<file path="src/rtl/program_loader.sv">
// program_loader
//   Writer side of the program-memory interface. Parses a framed byte stream
//   (MAGIC, COUNT, COUNT x {hi, lo}, CHECK), assembles 16-bit instruction
//   words into a DEPTH x 16 RAM and serves the core's combinational fetch.
//   The core is held in reset until a frame loads with a matching checksum.
// Ports
//   clock, reset        system clock (rising edge), synchronous active-high reset
//   rx_data/rx_valid    incoming byte stream
//   rx_ready            byte accepted on a clock edge where rx_valid && rx_ready
//   pc_addr/instr_out   core fetch address / RAM[pc_addr] (combinational)
//   cpu_reset           holds the core in reset while high
//   load_done           one-cycle pulse after a frame passes its checksum
//   load_error          sticky error flag, cleared by the next MAGIC byte
//   words_loaded        words written by the current/last frame
module program_loader #(
    parameter int          ADDR_W = 5,
    parameter int          DEPTH  = 32,
    parameter logic [7:0]  MAGIC  = 8'hA5
) (
    input  logic              clock,
    input  logic              reset,
    input  logic [7:0]        rx_data,
    input  logic              rx_valid,
    output logic              rx_ready,
    input  logic [ADDR_W-1:0] pc_addr,
    output logic [15:0]       instr_out,
    output logic              cpu_reset,
    output logic              load_done,
    output logic              load_error,
    output logic [5:0]        words_loaded
);

    localparam logic [7:0] DEPTH_B = 8'(DEPTH);

    // Errors are detected in COUNT/CHECK and leave straight for IDLE in the
    // same cycle, so there is no resident error state.
    typedef enum logic [2:0] {IDLE, COUNT, HI, LO, CHECK, DONE} state_t;

    state_t             state;
    logic [ADDR_W-1:0]  addr;
    logic [7:0]         csum;
    logic [7:0]         hi_byte;
    logic [5:0]         count;
    logic [15:0]        mem [DEPTH];

    logic accept;

    assign rx_ready  = (state != DONE);
    assign accept    = rx_valid && rx_ready;
    assign instr_out = mem[pc_addr];

    // RAM is never cleared; reset only blocks a write on its own edge.
    // Fetch reads see the old word on a same-address write cycle.
    always_ff @(posedge clock) begin
        if (!reset && state == LO && accept)
            mem[addr] <= {hi_byte, rx_data};
    end

    always_ff @(posedge clock) begin
        if (reset) begin
            state        <= IDLE;
            cpu_reset    <= 1'b1;
            load_done    <= 1'b0;
            load_error   <= 1'b0;
            words_loaded <= '0;
            addr         <= '0;
            csum         <= '0;
            hi_byte      <= '0;
            count        <= '0;
        end else begin
            load_done <= 1'b0;
            case (state)
                IDLE: begin
                    if (accept && rx_data == MAGIC) begin
                        state        <= COUNT;
                        cpu_reset    <= 1'b1;
                        load_error   <= 1'b0;
                        words_loaded <= '0;
                        addr         <= '0;
                        csum         <= '0;
                    end
                end
                COUNT: begin
                    if (accept) begin
                        if (rx_data == 8'd0 || rx_data > DEPTH_B) begin
                            load_error <= 1'b1;
                            state      <= IDLE;
                        end else begin
                            count <= rx_data[5:0];
                            csum  <= csum ^ rx_data;
                            state <= HI;
                        end
                    end
                end
                HI: begin
                    if (accept) begin
                        hi_byte <= rx_data;
                        csum    <= csum ^ rx_data;
                        state   <= LO;
                    end
                end
                LO: begin
                    if (accept) begin
                        // addr never passes DEPTH-1 because count <= DEPTH
                        addr         <= addr + 1'b1;
                        words_loaded <= words_loaded + 6'd1;
                        csum         <= csum ^ rx_data;
                        state        <= (words_loaded + 6'd1 == count) ? CHECK : HI;
                    end
                end
                CHECK: begin
                    if (accept) begin
                        if (rx_data == csum) begin
                            load_done <= 1'b1;   // high for the DONE cycle
                            state     <= DONE;
                        end else begin
                            load_error <= 1'b1;
                            state      <= IDLE;
                        end
                    end
                end
                DONE: begin
                    cpu_reset <= 1'b0;
                    state     <= IDLE;
                end
                default: state <= IDLE;
            endcase
        end
    end

endmodule

</file>
<file path="config.mk">
export PLATFORM = sky130hd
export DESIGN_NAME = program_loader
export DESIGN_NICKNAME = d
export VERILOG_FILES = /design/src/rtl/program_loader.sv
export SDC_FILE = /design/constraint.sdc
export NUM_CORES = 1
export LEC_CHECK = 0
export ABC_AREA = 1
export BUFFER_PORTS_ARGS = -buffer_cell sky130_fd_sc_hd__buf_4
export CAP_MARGIN = 20
export CORE_AREA = 8 8 216 218
export CTS_CLUSTER_DIAMETER = 50
export DETAILED_ROUTE_END_ITERATION = 8
export DIE_AREA = 0 0 224 226
export GPL_TIMING_DRIVEN = 1
export PLACE_DENSITY_LB_ADDON = 0.05
export SLEW_MARGIN = 10
export SYNTH_ARGS = -nofsm -noshare
export SYNTH_HDL_FRONTEND = slang
export SYNTH_SLANG_ARGS = --single-unit
</file>
<file path="constraint.sdc">
create_clock -name clock -period 5.4 [get_ports clock]
set_clock_uncertainty 0.05 [all_clocks]
set_input_delay 0.27 -clock clock [delete_from_list [all_inputs] [get_ports clock]]
set_output_delay 0.27 -clock clock [all_outputs]
set_load 0.02 [all_outputs]
</file>
Word level (Yosys, flattened, before mapping)

Memory sizes are Yosys's and may differ from the RTL's.
Cells that the tools add are included.

Logic and storage cells: 87
Register bits: 39
Latch bits: 0
RAM bits: 512
Memory bits (read-only): 0
Memories kept: 1
Output and inout bits: 26

Divide/modulo/power cells: 0
Reduce and logical (&&, ||, !) cells: 21
Order comparisons: 1
Muxes and demuxes: 31
Multipliers: 0
Bitwise gates (word level): 4
$add $sub $neg: 2
Shift operators: 0
Eq/ne operators: 18

Memories:

| memory | words | bits a word | read ports | clocked after memory_dff | wr ports | line | RTL |
|---|---|---|---|---|---|---|---|
| mem    | 32    | 16          | 1          | 0                        | 1        | 44   | `logic [15:0] mem [DEPTH];` |

Operator list:

| kind                  | number |
|---|---|
| $mux W8               | 4 |
| $pmux W8 S3           | 1 |
| $mux W3               | 7 |
| $ne A2 B2 Y1 const B  | 8 |
| $pmux W3 S5           | 1 |
| $mux W6               | 2 |
| $pmux W6 S2           | 1 |
| $mux W5               | 2 |
| $pmux W5 S2           | 1 |
| $reduce_and A5 Y1     | 2 |
| $mux W1               | 9 |
| $eq A8 B8 Y1          | 1 |
| $eq A8 B8 Y1 const B  | 1 |
| $gt A8 B6 Y1 const B  | 1 |
| $logic_not A8 Y1      | 1 |
| $xor A8 B8 Y8         | 1 |
| $add A6 B1 Y6 const B | 1 |
| $eq A3 B2 Y1 const B  | 2 |
| $eq A3 B3 Y1 const B  | 2 |
| $eq A6 B6 Y1          | 1 |
| $reduce_and A3 Y1     | 2 |
| $reduce_and A6 Y1     | 1 |
| $reduce_bool A3 Y1    | 2 |
| $add A5 B1 Y5 const B | 1 |
| 15 further kinds      | 22 |

Logic depth before layout (Yosys ltp)

Depth after elaboration: 5
Mapped depth: 13
Gate-level depth less buffers: 13

Worst setup path before layout

Ideal clock, no wire load.

Kind: register to register
Start point: register state[2]
End point: memory mem[0][0] (enable)
Data required time: 4.962 ns
Arrival: 1.993 ns
Cell stages (with the launch flop): 7
Period minus slack after synthesis: 2.432 ns
Path slack: 2.968 ns
Cell sequence: dfxtp_1 buf_2 nor3_4 inv_2 nor3_2 nand2_2 nor2_1

Word-level cells in the longest chain between the ends: 5
Elaborated cells on any way between the ends: 7
Those cells by class: 2 x eq/ne; 2 x mux; 3 x reduce/logical

RTL lines:

| item                                         | line   | RTL |
|---|---|---|
| from (decl)                                  | 39     | `state_t state;` |
| from (signal assigned)                       | 108    | `state <= (words_loaded + 6'd1 == count) ? CHECK : HI;` |
| $eq A3 B2 Y1 or $ne A3 B3 Y1 (tied branches) | 55, 48 |  |
| $logic_and A1 B1 Y1 (on tied branches)       | 55, 49 |  |
| $logic_and A1 B1 Y1 *                        | 55     | `if (!reset && state == LO && accept)` |
| $mux W1 *                                    | 55     |  |
| $mux W1 (implied by the code) *              | 56     | `mem[addr] <= {hi_byte, rx_data};` |
| to (decl)                                    | 44     |  |

Every way passes the cells marked *; elsewhere a longest branch is shown, timed or not.

Worst setup path after layout

Start point: input port pc_addr[1]
End point: output port instr_out[2]

Word-level cells in the longest chain between the ends: 1

RTL lines:

| item            | line | RTL |
|---|---|---|
| from (decl)     | 25   | `input logic [ADDR_W-1:0] pc_addr,` |
| $mem_v2 Z32 W16 | --   |  |
| to (decl)       | 26   | `output logic [15:0] instr_out,` |

No other way between the ends.

==> impl_metrics.json <==
{
  "max-vdd-ir-drop_mv": 0.365,
  "yosysMostFrequentCell": "edfxtp_1",
  "cap_violations": 0,
  "track_usage_pct": 22.7,
  "clock_path_buffers": 3,
  "reg2reg_depth": 6,
  "cts.sinks": 551,
  "setup_violations": 0,
  "drt.antenna.violating_nets": 0,
  "cts_tree": "done",
  "slew_headroom_pct": 30.0,
  "overflow": 0,
  "min_period_ns": 3.26,
  "fmax_ghz": 0.307,
  "final.setup.worst_slack_ns": 2.14,
  "die_area_sq_um": 50600,
  "endpoint_kind": "primary output",
  "hold_violations": 0,
  "post_drt_wl_per_cell_microns": 23.5,
  "path_buf_inv": 4,
  "grt_max_degree": 143,
  "syn_to_final_growth_pct": 14.1,
  "drive_gt1_share_pct": 12.1,
  "synth_top_area_share_pct": 69.5,
  "cts-buffers-inserted": 58,
  "avgSynthCellArea_sq_um": 12.5,
  "grt_pass1_vias": 14100,
  "synth_adder_area_share_pct": 0.283,
  "final_net_count": 1835,
  "finalMaxSlewViolations": 0,
  "design.core.area_sq_um": 43500,
  "drc": 0,
  "ys_seq_elements": 551,
  "synth_top_family_by_area": "compound AO/OA/AOI/OAI gates",
  "hold_path_end": "mem[25][7]",
  "hp-class": "primary input to flop",
  "tightest_slew_ns": 1.05,
  "htree_levels": 2,
  "cp_top_family": "buffers and inverters",
  "drtPass1Iterations": 6,
  "synthCells": 1776,
  "grt_setup_unrepaired": "false",
  "async_reset_ff_share_pct": 0,
  "start_kind": "primary input",
  "initial_core_util_pct": 50.9,
  "required_ns": 5.08,
  "num_rows": 77,
  "power_mw": 9.23,
  "chipHeight_microns": 226,
  "finalSetupTns_ns": 0,
  "p_leak_nw": 8.30,
  "grt_pass1_wl_mm": 87.5,
  "synth_edf_count": 512,
  "hold_depth": 1,
  "crit_arrival_ns": 2.94,
  "synthMuxAreaShare_pct": 0,
  "synth_xor_area_share_pct": 0.356,
  "io_pins": 42,
  "cpMostUsedCell": "buf_4",
  "clockRootBuffer": "clkbuf_16",
  "dp_slack_ns": 2.17,
  "synth_top_cell_by_area": "edfxtp_1",
  "dr_total_vias": 14500,
  "yosys_warnings": 0,
  "synth_commonest_cells": "edfxtp_1 (512), nor2_1 (322), o21ai_0 (257), nand3_1 (99), o221ai_1 (96)",
  "crit_path_max_fanout": 59,
  "dp.final_hpwl_mm": 30.9,
  "dieWidth_microns": 224,
  "clk_latency_ns": 0.60,
  "synth-compound-area-share_pct": 13.1,
  "path_cells": "buf_4 > clkinv_2 > buf_4 > a21oi_1 > a21oi_1 > o21ai_1 > nand3_1 > o21a_1 > buf_4",
  "ys_types": 31,
  "synth-main-ff-cell": "edfxtp_1",
  "seq_area_frac_synth_pct": 73.0,
  "status": "complete, no violations",
  "fin_util_pct": 58.1,
  "worstReg2RegStart": "state[2]",
  "routabilityCongestion": 0.823,
  "min_period_over_period_pct": 60.3,
  "slowest_stage": "clkinv_2",
  "r2r_slack_ns": 2.29,
  "min_from": "rx_data[7]",
  "slowest_delay_ns": 0.86,
  "yosys.area_share.simple_pct": 10.1,
  "synthTopCellsByArea": "edfxtp_1 (69%), o21ai_0 (5.8%), nor2_1 (5.5%), o221ai_1 (3.8%), dfxtp_1 (3.5%)",
  "worstSetupPathType": "primary input to primary output",
  "p_per_area_nw_per_um2": 365,
  "viasPerCell": 5.90,
  "timing.rr.end": "mem[31][14]",
  "drt-initial-drc-count": 1401,
  "synth_nets": 1797,
  "syn_area_sq_um": 22100,
  "wl_mm": 57.7,
  "antenna_found_initial": 0,
  "path_clk_slew_ns": 0.06,
  "io_buffers": 41
}
kinds of logic (layout without fill, tap and decap cells):
family	Yosys count	after routing
fa+ha+maj	5	5
compound gates	493	493
other cells	0	1
simple gates	543	543
buf+inv	175	263
flops	551	551
xor+xnor	9	9
cell usage in the layout (no fill, tap or decap), drive strengths merged:
cell,n
a21oi,57
and3,1
buf,91
bufinv,8
clkbuf,74
clkinv,27
clkinvlp,3
dfxtp,39
diode,1
dlygate4sd3,2
edfxtp,512
ha,5
inv,58
nand2,99
nand3,100
nand4,5
nor2,322
nor3,16
o2111ai,1
o21a,12
o21ai,302
o21bai,1
o221ai,96
o22ai,24
xnor2,3
xor2,6
how the worst max path moves through the flow:
stage	from	to	slack [ns]	cells past startpoint
after global placement	pc_addr[1]	instr_out[13]	2.17	9
after global routing	pc_addr[1]	instr_out[9]	1.96	10
final	pc_addr[1]	instr_out[2]	2.14	9
after floorplan	state[2]	mem[0][0]	2.97	6
after detailed placement	pc_addr[1]	instr_out[13]	2.17	9
after CTS	pc_addr[1]	instr_out[13]	2.16	9
registers in the layout, indices dropped and copies added, names as in the netlist:
register      flops
addr              5
mem             512
words_loaded      6
cpu_reset         1
count             6
state             3
load_done         1
load_error        1
hi_byte           8
csum              8
through the flow:
step                area [sq um]  cells  hold slack (ns)
global placement           23200   2339            0.383
detailed placement         23200   2341            0.387
global route               25300   2456           0.0576
floorplan                  22100   1776            0.319
finish                     25300   2457           0.0567
CTS                        25200   2453           0.0365
cell type report:
| cell class | count | area [sq um] |
|---|---|---|
| flip-flops and latches | 551 | 16200 |
| inverters | 60 | 231 |
| fillers | 3543 | 18200 |
| repair buffers | 93 | 820 |
| clock buffers | 74 | 1580 |
| well taps | 592 | 741 |
| multi-input cells | 1050 | 5340 |
| diodes | 1 | 2.50 |
| clock inverters | 36 | 392 |
power by group:
group	leakage, nW	internal, mW	switching (mW)
sequential	4.99	4.63	0.00635
clock	0.958	2.44	1.65
combinational	2.36	0.141	0.351
repair_timing:
item                      CTS  global route
hold endpoints to repair   17             0
gates resized for setup     0             0
setup buffers               0             0
hold buffers                2             0
layer usage:
layer | global-route usage (%) | share of wire [%] | up-vias
met5 | 0 | 0 | -
met4 | 7.07 | 2.3 | 0
met3 | 2.67 | 5.3 | 94
met2 | 37.5 | 48 | 441
met1 | 31.5 | 45 | 7283
li1 | - | - | 6673
(Power assumes the default switching activity.)
